`config.mk`:
```
export PLATFORM = sky130hd
export DESIGN_NAME = demux_stream
export DESIGN_NICKNAME = d
export VERILOG_FILES = /design/src/rtl/demux_stream.sv
export SDC_FILE = /design/constraint.sdc
export NUM_CORES = 1
export LEC_CHECK = 0
export CORE_MARGIN = 10
export CORE_UTILIZATION = 42
export CTS_CLUSTER_SIZE = 8
export DETAILED_ROUTE_END_ITERATION = 7
export GPL_TIMING_DRIVEN = 0
export PLACE_DENSITY = 0.73
export SETUP_SLACK_MARGIN = 0.02
export SKIP_CTS_REPAIR_TIMING = 1
export SLEW_MARGIN = 20
export SYNTH_ARGS = -nofsm -noshare
export SYNTH_HDL_FRONTEND = slang
export SYNTH_SLANG_ARGS = --single-unit
```
`constraint.sdc`:
```
create_clock -name clk -period 5.4 [get_ports clk]
set_input_delay 0.54 -clock clk [delete_from_list [all_inputs] [get_ports clk]]
set_output_delay 0.54 -clock clk [all_outputs]
set_load 0.01 [all_outputs]
```
`src/rtl/demux_stream.sv`:
```
// Registered valid/ready stream demultiplexer with per-channel one-entry slots,
// broadcast, packet-lock routing and a saturating counter of dropped beats.
module demux_stream #(
    parameter int unsigned WIDTH  = 8,
    parameter int unsigned NB_OUT = 8,
    parameter int unsigned SEL_W  = 3,
    parameter int unsigned CNT_W  = 8
) (
    input  logic                    clk,
    input  logic                    reset,
    input  logic [SEL_W-1:0]        sel,
    input  logic                    bcast,
    input  logic [WIDTH-1:0]        in_data,
    input  logic                    in_last,
    input  logic                    in_valid,
    output logic                    in_ready,
    output logic [NB_OUT*WIDTH-1:0] out_data,
    output logic [NB_OUT-1:0]       out_last,
    output logic [NB_OUT-1:0]       out_valid,
    input  logic [NB_OUT-1:0]       out_ready,
    output logic                    busy,
    output logic [SEL_W-1:0]        cur_sel,
    output logic [CNT_W-1:0]        drop_cnt
);

    typedef enum logic {IDLE, LOCKED} state_t;

    state_t           state, state_next;
    logic [SEL_W-1:0] cur_sel_next;
    logic             cur_bcast, cur_bcast_next;

    logic [SEL_W-1:0]  eff_sel;
    logic              eff_bcast;
    logic              valid_tgt;
    logic [NB_OUT-1:0] tgt;
    logic [NB_OUT-1:0] free;
    logic [NB_OUT-1:0] load;
    logic              accept;
    logic              drop;

    // Route selection: live inputs in IDLE, latched route while a packet is locked.
    always_comb begin
        eff_sel   = (state == IDLE) ? sel : cur_sel;
        eff_bcast = (state == IDLE) ? bcast : cur_bcast;
        valid_tgt = 32'(eff_sel) < NB_OUT;
        for (int unsigned i = 0; i < NB_OUT; i++) begin
            tgt[i] = eff_bcast || (eff_sel == SEL_W'(i));
        end
        free = ~out_valid | out_ready;
        if (eff_bcast) begin
            in_ready = &free;
        end else if (valid_tgt) begin
            in_ready = |(free & tgt);
        end else begin
            in_ready = 1'b1;
        end
        accept = in_valid && in_ready;
        load   = {NB_OUT{accept}} & tgt;
        drop   = accept && !eff_bcast && !valid_tgt;
    end

    always_comb begin
        state_next     = state;
        cur_sel_next   = cur_sel;
        cur_bcast_next = cur_bcast;
        case (state)
            IDLE: begin
                if (accept && !in_last) begin
                    state_next     = LOCKED;
                    cur_sel_next   = sel;
                    cur_bcast_next = bcast;
                end
            end
            LOCKED: begin
                if (accept && in_last) begin
                    state_next     = IDLE;
                    cur_sel_next   = '0;
                    cur_bcast_next = 1'b0;
                end
            end
            default: state_next = IDLE;
        endcase
    end

    always_ff @(posedge clk) begin
        if (reset) begin
            state     <= IDLE;
            cur_sel   <= '0;
            cur_bcast <= 1'b0;
            drop_cnt  <= '0;
        end else begin
            state     <= state_next;
            cur_sel   <= cur_sel_next;
            cur_bcast <= cur_bcast_next;
            if (drop && (drop_cnt != '1)) begin
                drop_cnt <= drop_cnt + CNT_W'(1);
            end
        end
    end

    // Output slots: reload and drain may coincide, giving one beat per cycle.
    always_ff @(posedge clk) begin
        if (reset) begin
            out_valid <= '0;
            out_data  <= '0;
            out_last  <= '0;
        end else begin
            for (int unsigned i = 0; i < NB_OUT; i++) begin
                if (load[i]) begin
                    out_valid[i]                <= 1'b1;
                    out_data[i*WIDTH +: WIDTH]  <= in_data;
                    out_last[i]                 <= in_last;
                end else if (out_ready[i]) begin
                    out_valid[i] <= 1'b0;
                end
            end
        end
    end

    assign busy = (state == LOCKED);

endmodule

```
==> results.cfg, run 1 <==
[status]
status = complete, no violations

[route]
vias = 2998
wl_per_cell_um = 17.7
totalWireLength_um = 10800
dr.pass1.iters = 4
drtIter0Drc = 70
drtAntennaViolNets = 0
drcViolationCount = 0
viasPerCell = 4.92

[sta]
rsz0062_at_grt = false
slew_headroom_pct = 68.1
hold_viol = 0
finalCriticalPeriod_ps = 3300
tightest_slew_ps = 466
fmax_mhz = 303
finalSetupViolCount = 0
post-route-period-util_pct = 61.2
fin_skew_ps = 7.36
setup-tns-final_ps = 0
final_max_slew_viol_count = 0

[global_routing]
grt_pass1_vias = 3118
grt_max_degree = 14
grt_overflow = 0
grt_pass1_wl_um = 17000
grt_antenna_before_repair = 0
track_usage_pct = 16.3

[setup_path]
cp-end-kind = output port
reg2reg_to = out_data[59]$_SDFFE_PP0P_
cp_top_family = buffers and inverters
cp-endpoint = in_ready
cp_common_cell = clkdlybuf4s50_1
path_cells = clkdlybuf4s50_1 -> nor3b_1 -> o21ai_0 -> a41oi_2 -> nor3_1 -> a21boi_0 -> clkdlybuf4s50_1
critPathBufInv = 2
cp-startpoint = sel[2]
crit_path_top_delay_cell = clkdlybuf4s50_1
required_ps = 4860
arrival_ps = 2760
reg2regPathDepth = 9
path_depth = 7
cp_max_fo = 6
crit_type = in2out
start_kind = input pin
r2r_setup_slack_ps = 2800
critical_path.max_stage_delay_ps = 580

[yosys]
synth_edf_count = 0
synth_area_per_cell_um2 = 10.1
synth_cells = 371
yosysWarnings = 0
ys_seq_area_share_pct = 45.2
ys_ff_latch = 85
ys_types = 40
synthArstFlopShare_pct = 0
synth_ff_type = dfxtp_1
syn-cell-area_um2 = 3760

[power_and_ir_drop]
p_switching_uw = 435
pwr-share-clk_pct = 32.0
combinationalPowerShare_pct = 23.6
vdd_drop_max_mv = 0.175
switching_share_pct = 27.2
intPower_mw = 1.16
p_per_area_nw_per_um2 = 306
p_leak_nw = 2.24
pwr-share-seq_pct = 44.5

[floorplan]
core.rowCount = 34
dieArea_um2 = 13100
coreArea_um2 = 8720
die_h_um = 115
fp.dieW_um = 115
start_util_pct = 43.1
io-pin-count = 117

[finish]
antenna_cells = 0
ff_latch_area_um2 = 1700
fillers = 768
fin_nets = 521
area_growth_pct = 39.0
final_cell_area_um2 = 5230
multi_input_area_um2 = 1850
final_common_cell = clkdlybuf4s50_1
layout_common_cells = clkdlybuf4s50_1 (108), nand2b_1 (92), dfxtp_1 (85)
drive_above_1_share_pct = 7.78

[place]
place_congestion = 0.914
hpwl_um = 8020
placement.cell_area_um2 = 5000
numPortBuffers = 108

[clocking]
cts.clk_slew.worst_paths_ps = 80
clockBufferDepth = 2
ctsHtreeMaxLevel = 3
cts_root_buffer = clkbuf_8
cts_num_sinks = 85
clk_latency_ps = 340
cts_tree = built
cts_made_buffers = 9

[run]
maxCapViolations = 0

[hold_path]
hold_path.class = reg2reg
sequential cells by signal (all words and copies together), names as in the netlist, named ones only:
signal,flops
cur_bcast,1
cur_sel,3
out_data,64
out_valid,8
out_last,8
synthesized netlist by cell type (all sizes together) (3+ instances only):
cell,number,area [um^2]
a21o,6,46.3
a21oi,13,65.1
buf,28,186
clkbuf,11,41.3
dfxtp,85,1700
inv,3,11.3
mux2i,76,764
nand2,8,30.0
nand2b,92,576
nor2,4,15.0
nor2b,3,18.8
nor3,3,15.0
nor3b,3,22.5
o21ai,12,60.1
worst min-delay path, cell delays in order (launching register included):
cell	delay, ps
dfxtp_1	310
nand2b_1	60
mux2i_1	60
per-stage QoR:
stage / total power, mW / utilization (%) / setup WS (ps) / cells / hold slack (ps)
global route: 1.67 / 60.0 / 1960 / 609 / 492
finish: 1.60 / 60.0 / 2100 / 609 / 480
floorplan: 0.926 / - / 3040 / 378 / 482
CTS: 1.61 / 60.0 / 2090 / 609 / 484
detailed placement: 1.10 / 57.4 / 2110 / 594 / 469
global placement: 1.10 / 57.4 / 2140 / 594 / 460
per-layer routing:
metal	global-route usage [%]	share of wire, %	vias up	wire, um
met5	0	0	-	0
met4	3.01	0.69	0	75
met3	8.70	11	7	1210
met2	25.8	45	96	4860
met1	19.1	43	1418	4640
li1	-	-	1477	-
cells by family (layout without fill, tap and decap cells):
family / Yosys count / after routing / synth area share [%]
AO/OA/AOI/OAI: 41 / 41 / 7.42
buffers and inverters: 42 / 165 / 6.35
flip-flops: 85 / 85 / 45.2
multiplexers: 76 / 76 / 20.3
other: 1 / 8 / 0.0997
AND/OR/NAND/NOR: 126 / 126 / 20.6
layout make-up:
| type | count | share of cell area, % |
|---|---|---|
| Timing Repair Buffer | 108 | 20.7 |
| Buffer | 39 | 4.36 |
| Clock buffer | 12 | 2.97 |
| Clock inverter | 3 | 1.32 |
| Multi-Input combinational cell | 251 | 35.3 |
| Tap cell | 108 | 2.58 |
| Inverter | 3 | 0.215 |
| Sequential cell | 85 | 32.5 |
how the worst min path moves through the flow:
stage,startpoint,to,slack (ps),cells after the start
after floorplan,cur_bcast$_SDFFE_PP0P_,cur_bcast$_SDFFE_PP0P_,480,2
after global placement,out_data[12]$_SDFFE_PP0P_,out_data[12]$_SDFFE_PP0P_,460,2
after detailed placement,out_last[6]$_SDFFE_PP0P_,out_last[6]$_SDFFE_PP0P_,470,2
after CTS,out_last[6]$_SDFFE_PP0P_,out_last[6]$_SDFFE_PP0P_,480,2
after global routing,out_data[50]$_SDFFE_PP0P_,out_data[50]$_SDFFE_PP0P_,490,2
final,out_last[6]$_SDFFE_PP0P_,out_last[6]$_SDFFE_PP0P_,480,2
power groups by stage:
| stage | Combinational, mW | Sequential, mW | Clock (mW) |
|---|---|---|---|
| 2_1_floorplan | 0.182 | 0.744 | 0 |
| 3_3_place_gp | 0.374 | 0.722 | 0 |
| 3_5_place_dp | 0.379 | 0.725 | 0 |
| 4_1_cts | 0.381 | 0.711 | 0.518 |
| 5_1_grt | 0.407 | 0.717 | 0.548 |
| 6_report | 0.377 | 0.711 | 0.512 |
No activity file was read; power rests on OpenSTA's default activity.
==> run 2, diff against run 1 <==
PLACE_DENSITY = 0.76   (was 0.73)
clock period = 2.7 ns   (was 5.4 ns; I/O delays follow)
==> run 2 against run 1 <==
  * Clock power up 62%
  * Cell count is 0.33% higher
  * Setup slack worse by 1900 ps
  * Worst hold slack hardly changed
  * Register-to-register slack worse by 2600 ps
  * Sequential cell count did not move
  * Final area down 0.60%
  * Global-route usage rose by 0.65 points
  * Sequential share of layout area increased by 0.20 points
  * First-iteration DRC count up 99%
==> results.cfg, run 2 (same netlist as run 1, synthesis figures left out) <==
[finish]
multi_input_area_um2 = 1860
fillers = 787
antenna_cells = 0
final_common_cell = clkdlybuf4s50_1
ff_latch_area_um2 = 1700
layout_common_cells = clkdlybuf4s50_1 (107), nand2b_1 (92), dfxtp_1 (85)
fin_nets = 522
reg.largest.list = out_data: 64 flops, out_last: 8 flops, out_valid: 8 flops
area_growth_pct = 38.1
drive_above_1_share_pct = 8.55
top_register = out_data
largest_register_ff_count = 64

[setup_path]
crit_type = reg2reg
arrival_ps = 2750
cp-end-kind = flip-flop
critPathBufInv = 3
start_kind = flip-flop
r2r_setup_slack_ps = 230
crit_path_top_delay_cell = o311ai_4
cp_max_fo = 10
required_ps = 2980
path_cells = buf_6 -> mux2i_2 -> o311ai_1 -> a32o_1 -> o311ai_4 -> buf_6 -> a21o_2 -> buf_6 -> mux2i_1
cp_common_cell = buf_6
critical_path.max_stage_delay_ps = 450
cp_top_family = compound AO/OA/AOI/OAI gates

[power_and_ir_drop]
combinationalPowerShare_pct = 25.4
p_leak_nw = 2.22
vdd_drop_max_mv = 0.354
p_per_area_nw_per_um2 = 579
switching_share_pct = 30.2
pwr-share-seq_pct = 47.1
p_switching_uw = 910
pwr-share-clk_pct = 27.5
intPower_mw = 2.10

[floorplan]
fp.dieW_um = 115
io-pin-count = 117
die_h_um = 115
core.rowCount = 34
dieArea_um2 = 13100
start_util_pct = 43.1
coreArea_um2 = 8720

[clocking]
cts_root_buffer = clkbuf_8
ctsHtreeMaxLevel = 3
cts_made_buffers = 9
cts_num_sinks = 85
cts.clk_slew.worst_paths_ps = 90
cts_tree = built
clk_latency_ps = 350
clockBufferDepth = 2

[place]
pre_cts_ws_ps = -79.3
place_congestion = 0.916
hpwl_um = 8200
numPortBuffers = 108

[sta]
slew_headroom_pct = 65.8
finalSetupViolCount = 0
hold_ws_ps = 480
tightest_slew_ps = 513
hold_viol = 0
rsz0062_at_grt = false
fin_skew_ps = 11.6
finalCriticalPeriod_ps = 2470
fmax_mhz = 404
final_max_slew_viol_count = 0
setup_slack_ps = 227
post-route-period-util_pct = 91.6

[hold_path]
hold_path.class = reg2reg

[global_routing]
grt_pass1_vias = 3288
grt_overflow = 0
grt_antenna_before_repair = 0
grt_pass1_wl_um = 17700
track_usage_pct = 16.9
grt_max_degree = 16

[route]
dr.pass1.iters = 4
drcViolationCount = 0
viasPerCell = 4.99
wl_per_cell_um = 18.1
vias = 3047
totalWireLength_um = 11100
drtIter0Drc = 139
drtAntennaViolNets = 0

[run]
maxCapViolations = 0

[status]
status = complete, no violations
==> run 2: metal layers <==
layer	wire (um)	vias to the layer above	global-route usage (%)
met5	0	-	0
met4	76	0	4.18
met3	1240	6	9.28
met2	5240	107	28.0
met1	4530	1452	18.4
li1	-	1482	-
==> run 2: final timing paths <==
path,to,depth (start not counted),start
min,out_data[49]$_SDFFE_PP0P_,2,out_data[49]$_SDFFE_PP0P_
min reg2reg,out_data[49]$_SDFFE_PP0P_,2,out_data[49]$_SDFFE_PP0P_
max reg2reg,out_data[59]$_SDFFE_PP0P_,9,flip-flop
max,out_data[59]$_SDFFE_PP0P_,9,flip-flop
==> run 2: layout make-up <==
cell class / count / area share (%)
buffer: 39 / 4.38
multi-input combinational: 251 / 35.7
timing repair buffer: 109 / 21.0
tap: 108 / 2.60
clock inverter: 6 / 0.915
clock buffer: 10 / 2.46
inverter: 3 / 0.217
sequential: 85 / 32.7
==> run 2: power by group through the flow <==
stage	clock network (mW)	registers, mW	logic, mW
after floorplan	0	1.49	0.364
after global placement	0	1.44	0.750
after detailed placement	0	1.45	0.763
after CTS	0.843	1.42	0.769
after global routing	0.902	1.43	0.826
final	0.830	1.42	0.764
==> run 2: worst reg2reg max path, stage by stage, from the launching register on <==
cell	delay, ps
dfxtp_1	370
buf_6	150
mux2i_2	260
o311ai_1	160
a32o_1	320
o311ai_4	450
buf_6	210
a21o_2	110
buf_6	170
mux2i_1	220
==> run 2: metrics by stage <==
stage          area, um^2  utilization, %  std cells  setup TNS, ps  power (mW)
2_1_floorplan        3790               -        378              0        1.85
3_3_place_gp         5000            57.4        594           -239        2.19
3_5_place_dp         5000            57.4        594           -939        2.21
4_1_cts              5180            59.4        610           -142        3.03
5_1_grt              5200            59.6        611              0        3.16
6_report             5200            59.6        611              0        3.01
